==> src/rtl/vco_datapath_nch.sv <==
// Multi-channel ring-oscillator counter datapath: wrap-safe deltas, differential or
// single-ended sampling, integrate-and-dump over DECIM samples, saturated output words.
module vco_datapath_nch #(
  parameter int N_CH     = 2,
  parameter int CNT_BITS = 9,
  parameter int DECIM    = 8,
  parameter int OUT_BITS = 12
) (
  input  logic                         CLK_24M,
  input  logic                         reset,
  input  logic                         enable_sampling_3M,
  input  logic                         mode_diff,
  input  logic [N_CH*CNT_BITS-1:0]     counter_p,
  input  logic [N_CH*CNT_BITS-1:0]     counter_n,
  output logic [N_CH*OUT_BITS-1:0]     channel_output,
  output logic                         out_valid,
  output logic [N_CH-1:0]              sat_flag
);

  localparam int K_BITS = $clog2(DECIM);
  localparam int S_BITS = CNT_BITS + 1;
  localparam int A_BITS = S_BITS + K_BITS;
  localparam int W_BITS = (A_BITS > OUT_BITS) ? A_BITS : OUT_BITS;
  localparam logic signed [W_BITS-1:0] MAX_W = W_BITS'((2 ** (OUT_BITS - 1)) - 1);
  localparam logic signed [W_BITS-1:0] MIN_W = ~MAX_W;
  localparam logic [K_BITS-1:0] K_LAST = K_BITS'(DECIM - 1);

  typedef logic [N_CH-1:0][CNT_BITS-1:0] cnt_arr_t;
  typedef logic [N_CH-1:0][A_BITS-1:0]   acc_arr_t;
  typedef logic [N_CH-1:0][OUT_BITS-1:0] out_arr_t;

  cnt_arr_t          cur_p_q, cur_p_d, cur_n_q, cur_n_d;
  cnt_arr_t          prev_p_q, prev_p_d, prev_n_q, prev_n_d;
  acc_arr_t          acc_q, acc_d, sum_q, sum_d;
  out_arr_t          chan_out_q, chan_out_d;
  logic [N_CH-1:0]   sat_q, sat_d;
  logic [K_BITS-1:0] k_q, k_d;
  logic              v1_q, v1_d, v2_q, v2_d;
  logic              out_valid_q, out_valid_d;
  logic              primed_q, primed_d;
  logic              mode_q, mode_d;

  always_comb begin : comb_next
    logic [CNT_BITS-1:0]      dp, dn;
    logic signed [S_BITS-1:0] samp;
    logic [A_BITS-1:0]        acc_nx;
    logic signed [W_BITS-1:0] sum_w;
    logic                     mode_use;

    cur_p_d     = cur_p_q;
    cur_n_d     = cur_n_q;
    prev_p_d    = prev_p_q;
    prev_n_d    = prev_n_q;
    acc_d       = acc_q;
    sum_d       = sum_q;
    chan_out_d  = chan_out_q;
    sat_d       = sat_q;
    k_d         = k_q;
    primed_d    = primed_q;
    mode_d      = mode_q;
    v2_d        = 1'b0;
    dp          = '0;
    dn          = '0;
    samp        = '0;
    acc_nx      = '0;
    sum_w       = '0;
    // Mode is only picked up at frame start so a frame never mixes modes.
    mode_use    = (k_q == '0) ? mode_diff : mode_q;

    v1_d = enable_sampling_3M;
    if (enable_sampling_3M) begin
      cur_p_d = counter_p;
      cur_n_d = counter_n;
    end

    if (v1_q) begin
      prev_p_d = cur_p_q;
      prev_n_d = cur_n_q;
      if (!primed_q) begin
        primed_d = 1'b1;
      end else begin
        mode_d = mode_use;
        v2_d   = (k_q == K_LAST);
        k_d    = (k_q == K_LAST) ? '0 : k_q + K_BITS'(1);
        for (int c = 0; c < N_CH; c++) begin
          // Modular subtraction tolerates one counter wrap between samples.
          dp     = cur_p_q[c] - prev_p_q[c];
          dn     = cur_n_q[c] - prev_n_q[c];
          samp   = mode_use ? ($signed({1'b0, dp}) - $signed({1'b0, dn}))
                            : $signed({1'b0, dp});
          acc_nx = acc_q[c] + A_BITS'(samp);
          if (k_q == K_LAST) begin
            sum_d[c] = acc_nx;
            acc_d[c] = '0;
          end else begin
            acc_d[c] = acc_nx;
          end
        end
      end
    end

    out_valid_d = v2_q;
    if (v2_q) begin
      for (int c = 0; c < N_CH; c++) begin
        sum_w = W_BITS'($signed(sum_q[c]));
        if (sum_w > MAX_W) begin
          chan_out_d[c] = OUT_BITS'(MAX_W);
          sat_d[c]      = 1'b1;
        end else if (sum_w < MIN_W) begin
          chan_out_d[c] = OUT_BITS'(MIN_W);
          sat_d[c]      = 1'b1;
        end else begin
          chan_out_d[c] = OUT_BITS'(sum_w);
          sat_d[c]      = 1'b0;
        end
      end
    end
  end

  always_ff @(posedge CLK_24M) begin
    if (reset) begin
      cur_p_q     <= '0;
      cur_n_q     <= '0;
      prev_p_q    <= '0;
      prev_n_q    <= '0;
      acc_q       <= '0;
      sum_q       <= '0;
      chan_out_q  <= '0;
      sat_q       <= '0;
      k_q         <= '0;
      v1_q        <= 1'b0;
      v2_q        <= 1'b0;
      out_valid_q <= 1'b0;
      primed_q    <= 1'b0;
      mode_q      <= 1'b1;
    end else begin
      cur_p_q     <= cur_p_d;
      cur_n_q     <= cur_n_d;
      prev_p_q    <= prev_p_d;
      prev_n_q    <= prev_n_d;
      acc_q       <= acc_d;
      sum_q       <= sum_d;
      chan_out_q  <= chan_out_d;
      sat_q       <= sat_d;
      k_q         <= k_d;
      v1_q        <= v1_d;
      v2_q        <= v2_d;
      out_valid_q <= out_valid_d;
      primed_q    <= primed_d;
      mode_q      <= mode_d;
    end
  end

  assign channel_output = chan_out_q;
  assign out_valid      = out_valid_q;
  assign sat_flag       = sat_q;

endmodule

==> config.mk <==
export PLATFORM = sky130hd
export DESIGN_NAME = vco_datapath_nch
export DESIGN_NICKNAME = d
export VERILOG_FILES = /design/src/rtl/vco_datapath_nch.sv
export SDC_FILE = /design/constraint.sdc
export NUM_CORES = 1
export LEC_CHECK = 0
export ABC_AREA = 1
export CORE_ASPECT_RATIO = 0.5
export CORE_MARGIN = 5
export CORE_UTILIZATION = 25
export DETAILED_ROUTE_END_ITERATION = 12
export PLACE_DENSITY = 0.51
export SYNTH_ARGS = -nofsm -noshare
export SYNTH_HDL_FRONTEND = slang
export SYNTH_SLANG_ARGS = --single-unit
export TNS_END_PERCENT = 50
==> constraint.sdc <==
create_clock -name CLK_24M -period 8.9 [get_ports CLK_24M]
set_input_delay 1.335 -clock CLK_24M [delete_from_list [all_inputs] [get_ports CLK_24M]]
set_output_delay 1.335 -clock CLK_24M [all_outputs]
set_load 0.005 [all_outputs]
# Word-level counts from Yosys, hierarchy flattened
# Cells that the tools add are included.
[word_totals]
elab_cells = 55
output_inout_bits = 27
reg_bits = 158
in_bits = 40
[classes]
bitwise_logic = 2
mux = 14
reduce_logical = 4
eq_ne = 1
add_sub_neg = 9
order_cmp = 4
[ops]
columns = ["cell", "count"]
rows = [
  ["two-way mux 12 bit", 4],
  ["subtractor 9 bit", 4],
  ["adder 13 bit", 2],
  ["> comparator 13 x 12 -> 1 bit (second input constant)", 2],
  ["less-than comparator 13 x 12 -> 1 bit (second input constant)", 2],
  ["two-way mux 13 bit", 2],
  ["two-way mux 10 bit", 2],
  ["subtractor 9 x 9 -> 10 bit", 2],
  ["two-way mux 1 bit", 5],
  ["adder 3 x 1 -> 3 bit (second input constant)", 1],
  ["equality test 3 bit (second input constant)", 1],
  ["zero test 3 bit", 1],
  ["two-way mux 3 bit", 1],
  ["AND reduction 3 bit", 1],
  ["OR reduction 3 bit", 1],
  ["inverter 1 bit", 2],
  ["AND reduction 2 bit", 1],
]

# Logic depth before layout (Yosys ltp)
[logic_depth]
depth_word = 5
ltp_mapped = 29
mapped_depth_nobuf = 29

# Worst setup path after synthesis
# No wires, ideal clock.
[synth_timing]
kind = "reg2reg"
startpoint = "reg cur_p_q[9] in the netlist's numbering"
endpoint = "reg acc_q[25] in the netlist's numbering"
setup_slack_ns = 4.938
n_path_buf = 0
path_stages_with_launch = 28
arrival_ns = 3.830
setup_ns = 0.132
required_time_ns = 8.768
period_less_slack_ns = 3.962
path_cell_list = "dfxtp_1 > inv_1 > ha_1 > inv_1 > fa_1 > nand3_1 > nand2_1 > a21oi_1 > o21bai_1 > a21oi_1 > nor2_1 > nor2_1 > xor2_1 > ha_1 > nand2_1 > nor2_1 > a2111oi_1 > nand2_1 > inv_1 > ha_1 > inv_1 > o21ai_0 > nand3_1 > nand4_1 > xnor2_1 > nand3b_1 > nand3_1 > a21oi_1"
[synth_between]
elab_chain_len = 5
[synth_rtl]
columns = ["element", "line_no", "source"]
rows = [
  ["start: declaration", "32", "cnt_arr_t cur_p_q, cur_p_d, cur_n_q, cur_n_d;"],
  ["start signal: assignment", "137", "cur_p_q <= cur_p_d;"],
  ["subtractor 9 bit (*)", "87", "dp = cur_p_q[c] - prev_p_q[c];"],
  ["subtractor 9 x 9 -> 10 bit", "89", "samp = mode_use ? ($signed({1'b0, dp}) - $signed({1'b0, dn}))"],
  ["two-way mux 10 bit (*)", "89", ""],
  ["adder 13 bit (*)", "91", "acc_nx = acc_q[c] + A_BITS'(samp);"],
  ["two-way mux 13 bit (*)", "92", "if (k_q == K_LAST) begin"],
  ["end signal: assignment", "126", "acc_q <= '0;"],
  ["end signal: assignment", "141", "acc_q <= acc_d;"],
  ["end: declaration", "34", "acc_arr_t acc_q, acc_d, sum_q, sum_d;"],
]
# Mark *: on every way between the ends. The rest lies on a longest branch, timed or not.
# A chain may end at the register's enable or synchronous reset.

# Final worst setup path
[layout_timing]
startpoint = "reg cur_n_q[9] in the netlist's numbering"
endpoint = "reg acc_q[25] in the netlist's numbering"
[layout_between]
elab_chain_len = 5
[layout_rtl]
columns = ["element", "line_no", "source"]
rows = [
  ["start: declaration", "32", ""],
  ["start signal: assignment", "138", "cur_n_q <= cur_n_d;"],
  ["subtractor 9 bit", "88", "dn = cur_n_q[c] - prev_n_q[c];"],
  ["subtractor 9 x 9 -> 10 bit", "89", ""],
  ["two-way mux 10 bit", "89", ""],
  ["adder 13 bit", "91", ""],
  ["two-way mux 13 bit", "92", ""],
]
# Every way passes these cells.

==> results.yml <==
timing:
  tightest_slew_ns: 0.932
  setup_viol: 0
  fin_crit_ns: 4.71
  rsz0062_at_grt: "false"
  slew_violations: 0
  max_freq_mhz: 212
  slew_headroom_pct: 37.7
  clock_skew_ns: 0.00958
  final-hold-violation-count: 0
  setup_tns_ns: 0
  period_share_pct: 52.9
  setup_slack_ns: 4.19
worst_setup_path:
  critical-path-slowest-cell: "a2111oi_1"
  critPathLaunchType: "register"
  path_common_cell: "inv_1"
  path_buf_inv: 4
  worstPathArrival_ns: 4.99
  cp.required_ns: 9.18
  r2r_cells: 26
  critical_path_class: "reg -> reg"
  r2r_slack_ns: 4.19
  critPathMaxStageDelay_ns: 0.53
  worstReg2RegEnd: "acc_q[25]"
  reg2reg_from: "cur_n_q[9]"
  cp_top_family: "compound AO/OA/AOI/OAI gates"
  end_kind: "register"
  critPathMaxFanout: 6
grt:
  grt_util_met1_pct: 15.6
  grt_antenna_before_repair: 2
  grt_pass1_vias: 7018
  grt_max_degree: 92
  grt_usage_pct: 11.1
  grt_use_met2_pct: 16.9
  grt.busiest_layer: "met2"
  grt_pass1_wl_um: 35500
  grtUsageMet3_pct: 2.64
  gr-total-overflow: 0
pwr:
  leakagePower_nw: 4.51
  ir_drop_mv: 0.0870
  combPwrFrac_pct: 34.7
  seqPwrFrac_pct: 31.9
  p_int_mw: 1.54
  power_density_mw_per_mm2: 224
  p_clk_share_pct: 33.4
  netSwitchingPower_mw: 0.826
  power.share.switching_pct: 35.0
synth:
  synth.distinct_cells: 38
  seq_area_frac_synth_pct: 36.0
  synth_top_area_share_pct: 36.0
  yosysWarnings: 0
  synth.area.top_cells: "dfxtp_1 36%, ha_1 11%, a21oi_1 8.8%"
  ys_ff_latch: 158
  synthCells: 1175
  syn_area_mm2: 0.00878
  syn_area_per_cell_um2: 7.47
  synth_area_leader_cell: "dfxtp_1"
  syn_nets: 1300
die:
  initial_core_util_pct: 25.4
  die_h_um: 143
  die_area_mm2: 0.0392
  std_cell_rows: 48
  core-area_mm2: 0.0346
  num_io_pins: 67
  die_w_um: 275
final_layout:
  layout_common_cells: "196 x nand2_1, 158 x dfxtp_1, 155 x a21oi_1"
  stdcell_count: 1707
  area_growth_pct: 20.0
  antenna_cells: 0
  nNetsFinal: 1344
  fin_util_pct: 30.5
  final_common_cell: "nand2_1"
  drive_gt1_share_pct: 5.03
clocking:
  cts_made_buffers: 17
  cts_buffer_depth: 2
  postCtsSetupBuffers: 0
  cts.sinks: 158
  root_buffer: "clkbuf_16"
  hold_buffers: 0
  cts_tree: "done"
  cts_resized: 0
  htree_levels: 4
  clk_pin_slew_ns: 0.06
  clk_latency_ns: 0.43
hold_path:
  hold_path_depth: 2
  hold_class: "reg -> reg"
  hold_path_startpoint: "prev_p_q[16]"
  holdPathEnd: "prev_p_q[16]"
detailed_routing:
  vias_per_cell: 4.34
  drt_iter0_drc: 385
  drcViolationCount: 0
  dr_total_vias: 7409
  drtAntennaViolNets: 0
  finalWirelength_um: 21300
  firstDrtPassIters: 5
  wire_per_inst_um: 12.5
job:
  cap_viol_max_count: 0
placement:
  port-buffer-count: 66
  pre_cts_ws_ns: 3.81
  gp_congestion: 0.821
  dp_hpwl_um: 15600
  dp_cells: 1675
outcome:
  status: "completed"
[sequential cells by signal, summed over array words and instances (netlist names), 2 cells and up]
| signal | cells |
|---|---|
| sum_q | 26 |
| cur_n_q | 18 |
| prev_n_q | 18 |
| sat_flag | 2 |
| channel_output | 24 |
| acc_q | 26 |
| cur_p_q | 18 |
| prev_p_q | 18 |
| k_q | 3 |
[per-layer routing]
| metal | routed length, µm | vias up |
|---|---|---|
| met5 | 19 | - |
| met4 | 296 | 4 |
| met3 | 682 | 21 |
| met2 | 8890 | 65 |
| met1 | 11400 | 3317 |
| li1 | - | 4002 |
[power groups by stage]
stage          clock, mW  sequential, mW  combinational (mW)
2_1_floorplan          0           0.763               0.634
3_3_place_gp           0           0.768               0.823
3_5_place_dp           0           0.768               0.821
4_1_cts            0.812           0.752               0.825
5_1_grt            0.845           0.755               0.935
6_report           0.790           0.752               0.819
[kinds of logic after synthesis]
logic type	Yosys count	synth area share (%)
AO/OA/AOI/OAI	341	20.8
buffers and inverters	168	7.24
adder cells (fa/ha/maj)	85	12.8
flip-flops	158	36.0
AND/OR/NAND/NOR	365	17.1
XOR/XNOR	56	5.80
multiplexers	2	0.228
[layout make-up]
type / count / area (µm²)
clock inverter: 13 / 185
multi-input combinational: 849 / 4980
timing repair buffer: 74 / 716
clock buffer: 19 / 453
inverter: 119 / 447
tap: 475 / 594
fill: 3758 / 24100
sequential: 158 / 3160
[Yosys cell counts]
| master | count |
|---|---|
| a2111oi_1 | 1 |
| a211oi_1 | 2 |
| a211oi_2 | 1 |
| a21o_1 | 6 |
| a21oi_1 | 155 |
| a21oi_2 | 1 |
| a311o_1 | 1 |
| a31oi_1 | 7 |
| buf_1 | 1 |
| buf_2 | 4 |
| clkbuf_1 | 44 |
| clkinv_1 | 2 |
| dfxtp_1 | 158 |
| fa_1 | 8 |
| ha_1 | 77 |
| inv_1 | 117 |
| mux2i_1 | 2 |
| nand2_1 | 196 |
| nand2_2 | 5 |
| nand3_1 | 35 |
| nand3_2 | 3 |
| nand3b_1 | 1 |
| nand4_1 | 9 |
| nand4_2 | 1 |
| nor2_1 | 106 |
| nor2_2 | 1 |
| nor3_1 | 2 |
| o211ai_1 | 5 |
| o21a_1 | 1 |
| o21ai_0 | 139 |
| o21ai_2 | 3 |
| o21bai_1 | 18 |
| o22ai_1 | 1 |
| or2_1 | 2 |
| or2_2 | 4 |
| xnor2_1 | 22 |
| xor2_1 | 33 |
| xor2_4 | 1 |
[per-stage QoR]
| stage | hold slack (ns) | total power [mW] | area (µm²) |
|---|---|---|---|
| floorplan | 0.437 | 1.40 | 8780 |
| global placement | 0.447 | 1.59 | 9900 |
| detailed placement | 0.454 | 1.59 | 9900 |
| CTS | 0.464 | 2.39 | 10500 |
| global route | 0.478 | 2.54 | 10500 |
| finish | 0.459 | 2.36 | 10500 |
[worst min-delay path, cell delays in order (launching register included)]
cell	delay [ns]
dfxtp_1	0.30
inv_1	0.06
a21oi_1	0.06
[how the worst max path moves through the flow]
stage | depth (start not counted) | startpoint | endpoint | slack [ns]
CTS | 26 | cur_n_q[9] | acc_q[25] | 4.20
finish | 26 | cur_n_q[9] | acc_q[25] | 4.19
floorplan | 27 | cur_p_q[9] | acc_q[25] | 4.94
global route | 26 | cur_n_q[9] | acc_q[25] | 3.74
global placement | 16 | mode_diff | acc_q[25] | 3.89
detailed placement | 16 | mode_diff | acc_q[25] | 3.81
No activity file was read; power rests on OpenSTA's default activity.
==> edit 1: new RTL, same settings <==
Remove the register `out_valid_q`: a continuous assignment takes its place, so the output `out_valid` follows one clock earlier.
--- a/src/rtl/vco_datapath_nch.sv
+++ b/src/rtl/vco_datapath_nch.sv
@@ -130,7 +130,6 @@
       k_q         <= '0;
       v1_q        <= 1'b0;
       v2_q        <= 1'b0;
-      out_valid_q <= 1'b0;
       primed_q    <= 1'b0;
       mode_q      <= 1'b1;
     end else begin
@@ -145,11 +144,12 @@
       k_q         <= k_d;
       v1_q        <= v1_d;
       v2_q        <= v2_d;
-      out_valid_q <= out_valid_d;
       primed_q    <= primed_d;
       mode_q      <= mode_d;
     end
   end
+
+  assign out_valid_q = out_valid_d;
 
   assign channel_output = chan_out_q;
   assign out_valid      = out_valid_q;
Behaviour: same outputs for any inputs over 10 cycles, from zero or initial values and one cycle with reset high; that may be too few to reach the edited logic, so the function may still have changed.
==> edit 1 against the unedited design <==
Synthesized cell count is 0.17% higher. Core utilization decreased by 0.068 points. Die area is 1.0% higher. Power shrank 1.9%. Largest cell class unchanged. Largest power group unchanged. Count of clock-buffer cells in the layout is the same. Sequential cell count shrank 1. Setup slack improved by 140 ps. Final area up 0.30%. Routed wire length fell by 0.94%. Synthesized area is 1.1% higher.
==> edit 1: results (changes against the unedited design) <==
synthXorXnorAreaFrac: 0.05738  # was 0.05799
grt_pass1_wl_um: 34690  # was 35460 µm
fmax_ghz: 0.2185  # was 0.2122 GHz
finClkSkew_ps: 10.64  # was 9.579 ps
wl_per_cell_um: 12.38  # was 12.50 µm
hp-start: "prev_p_q[7]"  # was prev_p_q[16]
vias: 7319  # was 7409
grt_pass1_vias: 6911  # was 7018
grt_max_degree: 75  # was 92
syn_area_per_cell_um2: 7.540  # was 7.473 µm²
power_leakage_nw: 4.486  # was 4.514 nW
placedInstanceArea_um2: 9990  # was 9902 µm²
comb.multi_input.count: 850  # was 849
fill_cells: 3746  # was 3758
power_mw: 2.315  # was 2.361 mW
ys_types: 45  # was 38
inv_count: 120  # was 119
clock_area_frac: 0.05504  # was 0.06054
ys_seq_area_frac: 0.3542  # was 0.3602
dp_slack_ps: 4134  # was 3814 ps
gp_routability_congestion: 0.7950  # was 0.8214
pwr.group.clock_uw: 727  # was 790 µW
synthTopCellsByArea: "dfxtp_1 (35%), ha_1 (11%), nand2_1 (8.3%), a21oi_1 (8.3%), o21ai_0 (7.6%)"  # was dfxtp_1 (36%), ha_1 (11%), a21oi_1 (8.8%), nand2_1 (8.4%), o21ai_0 (7.9%)
outcome: "finished clean"  # unchanged
regToRegSetupSlack_ps: 4320  # was 4190 ps
yosys-mux-area-fraction: 0.002256  # was 0.002280
peakVddDrop_mv: 0.1137  # was 0.08698 mV
multi_input_area_um2: 5086  # was 4982 µm²
grt_use_total: 0.1062  # was 0.1105
swShare: 0.3641  # was 0.3498
synth-seq-cells: 157  # was 158
synth_common_cells: "nand2_1 (197), dfxtp_1 (157), a21oi_1 (147), o21ai_0 (135), inv_1 (112)"  # was nand2_1 (196), dfxtp_1 (158), a21oi_1 (155), o21ai_0 (139), inv_1 (117)
combPwrFrac: 0.363  # was 0.347
==> edit 1: cell count changes after synthesis, sizes merged, moves of 2 or more <==
cell / change
clkbuf: -4
o21a: +2
nor2: -6
a21oi: -4
buf: +5
nand2: +9
==> edit 1: worst max-delay path: stages (launching register included) <==
cell,delay [ps]
dfxtp_1,300
inv_1,80
ha_1,170
inv_1,80
fa_1,400
nand3_1,100
nand2_1,80
a21oi_1,130
o21ai_0,130
a21o_1,180
a21oi_1,140
xor2_1,250
ha_1,320
nand2_1,100
nor2_1,60
a2111oi_2,430
nand2_1,160
inv_1,120
ha_1,290
inv_1,100
o21ai_0,110
nand3_1,90
nand4_1,120
xnor2_1,160
nand3b_1,200
nand3_2,110
a21oi_2,50
==> edit 1: per-layer routing <==
layer | vias to the layer above | global-route usage | part of all wire
li1 | 4011 | - | -
met1 | 3221 | 0.1482 | 0.54
met2 | 59 | 0.1639 | 0.42
met3 | 24 | 0.02630 | 0.033
met4 | 4 | 0.03124 | 0.015
met5 | - | 0 | 0.0014
==> edit 2: new RTL, same flow settings <==
Without the edit above. The parameter `CNT_BITS` goes from 9 to 18.
--- a/src/rtl/vco_datapath_nch.sv
+++ b/src/rtl/vco_datapath_nch.sv
@@ -2,7 +2,7 @@
 // single-ended sampling, integrate-and-dump over DECIM samples, saturated output words.
 module vco_datapath_nch #(
   parameter int N_CH     = 2,
-  parameter int CNT_BITS = 9,
+  parameter int CNT_BITS = 18,
   parameter int DECIM    = 8,
   parameter int OUT_BITS = 12
 ) (
Interface: changed (resized counter_n and counter_p); port bits go from 67 to 103. No check against the original RTL was run, so the function may have changed too.
==> edit 2 against the unedited design <==
Power is 100% higher. Setup slack worse by 730 ps. Count of clock-buffer cells in the layout is 23 higher. Routed wire length is 120% higher. Non-clock buffer count is 39 higher. Sequential cell count is 108 higher. Final area is 87% higher. Hold slack better by 1.0 ps. Synthesized area is 91% higher. Final cell count is 97% higher. Core utilization is 0.86 points lower. Fmax is 13% lower.
==> edit 2: results (changes against the unedited design) <==
wl_per_cell_um: 13.91  # was 12.50 µm
grt_use_total: 0.1250  # was 0.1105
critPathSlowestCell: "fa_1"  # was a2111oi_1
gp_routability_congestion: 0.8518  # was 0.8214
grt_max_degree: 114  # was 92
power.switching_mw: 1.942  # was 825.7 µW
clk_path_buf_depth: 3  # was 2
first_iter_violations: 785  # was 385
p_per_area_nw_per_um2: 243.3  # was 224.0 nW/µm²
clkLatencyLatePin_ps: 560  # was 430 ps
yosys.area_share.adder: 0.1205  # was 0.1280
wl_met3_um: 2132  # was 682 µm
finClkSkew_ps: 12.50  # was 9.579 ps
drive_gt1_frac: 0.04599  # was 0.05032
slew_headroom: 0.2914  # was 0.3773
drt-met1-wl_um: 24120  # was 11450 µm
syn-num-nets: 2615  # was 1300
synthXorXnorAreaFrac: 0.05631  # was 0.05799
ys_seq_area_frac: 0.3170  # was 0.3602
outcome: "finished clean"  # unchanged
fill_cells: 7371  # was 3758
ys_types: 49  # was 38
cts_buffers: 29  # was 17
syn_area_per_cell_um2: 7.052  # was 7.473 µm²
placedInstanceArea_um2: 18690  # was 9902 µm²
power_leakage_nw: 8.712  # was 4.514 nW
wl_met2_um: 19700  # was 8886 µm
synth_compound_area_frac: 0.2171  # was 0.2083
antenna_found_initial: 1  # was 2
peakVddDrop_mv: 0.1457  # was 0.08698 mV
grt_pass1_vias: 14440  # was 7018
critPathMaxStageDelay_ps: 420  # was 530 ps
htree_levels: 1  # was 4
grt_pass1_wl_um: 76690  # was 35460 µm
dp_slack_ps: 3573  # was 3814 ps
vias: 15270  # was 7409
==> edit 2: power by group through the flow <==
stage | clock (mW) | sequential, mW | combinational (mW)
floorplan | 0 | 1.29 | 1.63
global placement | 0 | 1.31 | 2.16
detailed placement | 0 | 1.31 | 2.16
CTS | 1.39 | 1.28 | 2.18
global route | 1.44 | 1.29 | 2.48
finish | 1.34 | 1.28 | 2.18
==> edit 2: path summary, 6_finish.rpt <==
path / slack, ps / start / end / cells past startpoint
max: 3460 / cur_p_q[0] / sum_q[20] / 29
min: 460 / prev_p_q[20] / prev_p_q[20] / 2
max reg2reg: 3460 / cur_p_q[0] / sum_q[20] / 29
min reg2reg: 460 / prev_p_q[20] / prev_p_q[20] / 2
==> edit 2: layer usage <==
metal / vias to the layer above / global-route usage
li1: 8087 / -
met1: 6911 / 0.1855
met2: 222 / 0.1932
met3: 47 / 0.02049
met4: 2 / 0.01924
met5: - / 0
==> edit 2: cells by family (layout without fill, tap and decap cells) <==
family | Yosys count | in the layout
AO/OA/AOI/OAI | 668 | 668
XOR/XNOR | 108 | 108
adder cells (fa/ha/maj) | 157 | 157
buffers and inverters | 347 | 422
flip-flops | 266 | 266
multiplexers | 2 | 2
other | 0 | 1
AND/OR/NAND/NOR | 834 | 834
==> edit 2: worst min-delay path, cell delays in order (launching register included) <==
cell,delay (ps)
dfxtp_1,290
inv_1,60
a21oi_1,60
==> edit 2: final cells by class <==
cell class	instances	area share
diodes	1	0.0001267
clock buffers	42	0.04376
clock inverters	9	0.01013
inverters	258	0.04921
multi-input cells	1769	0.5150
flip-flops and latches	266	0.2696
well taps	897	0.05681
repair buffers	113	0.05536
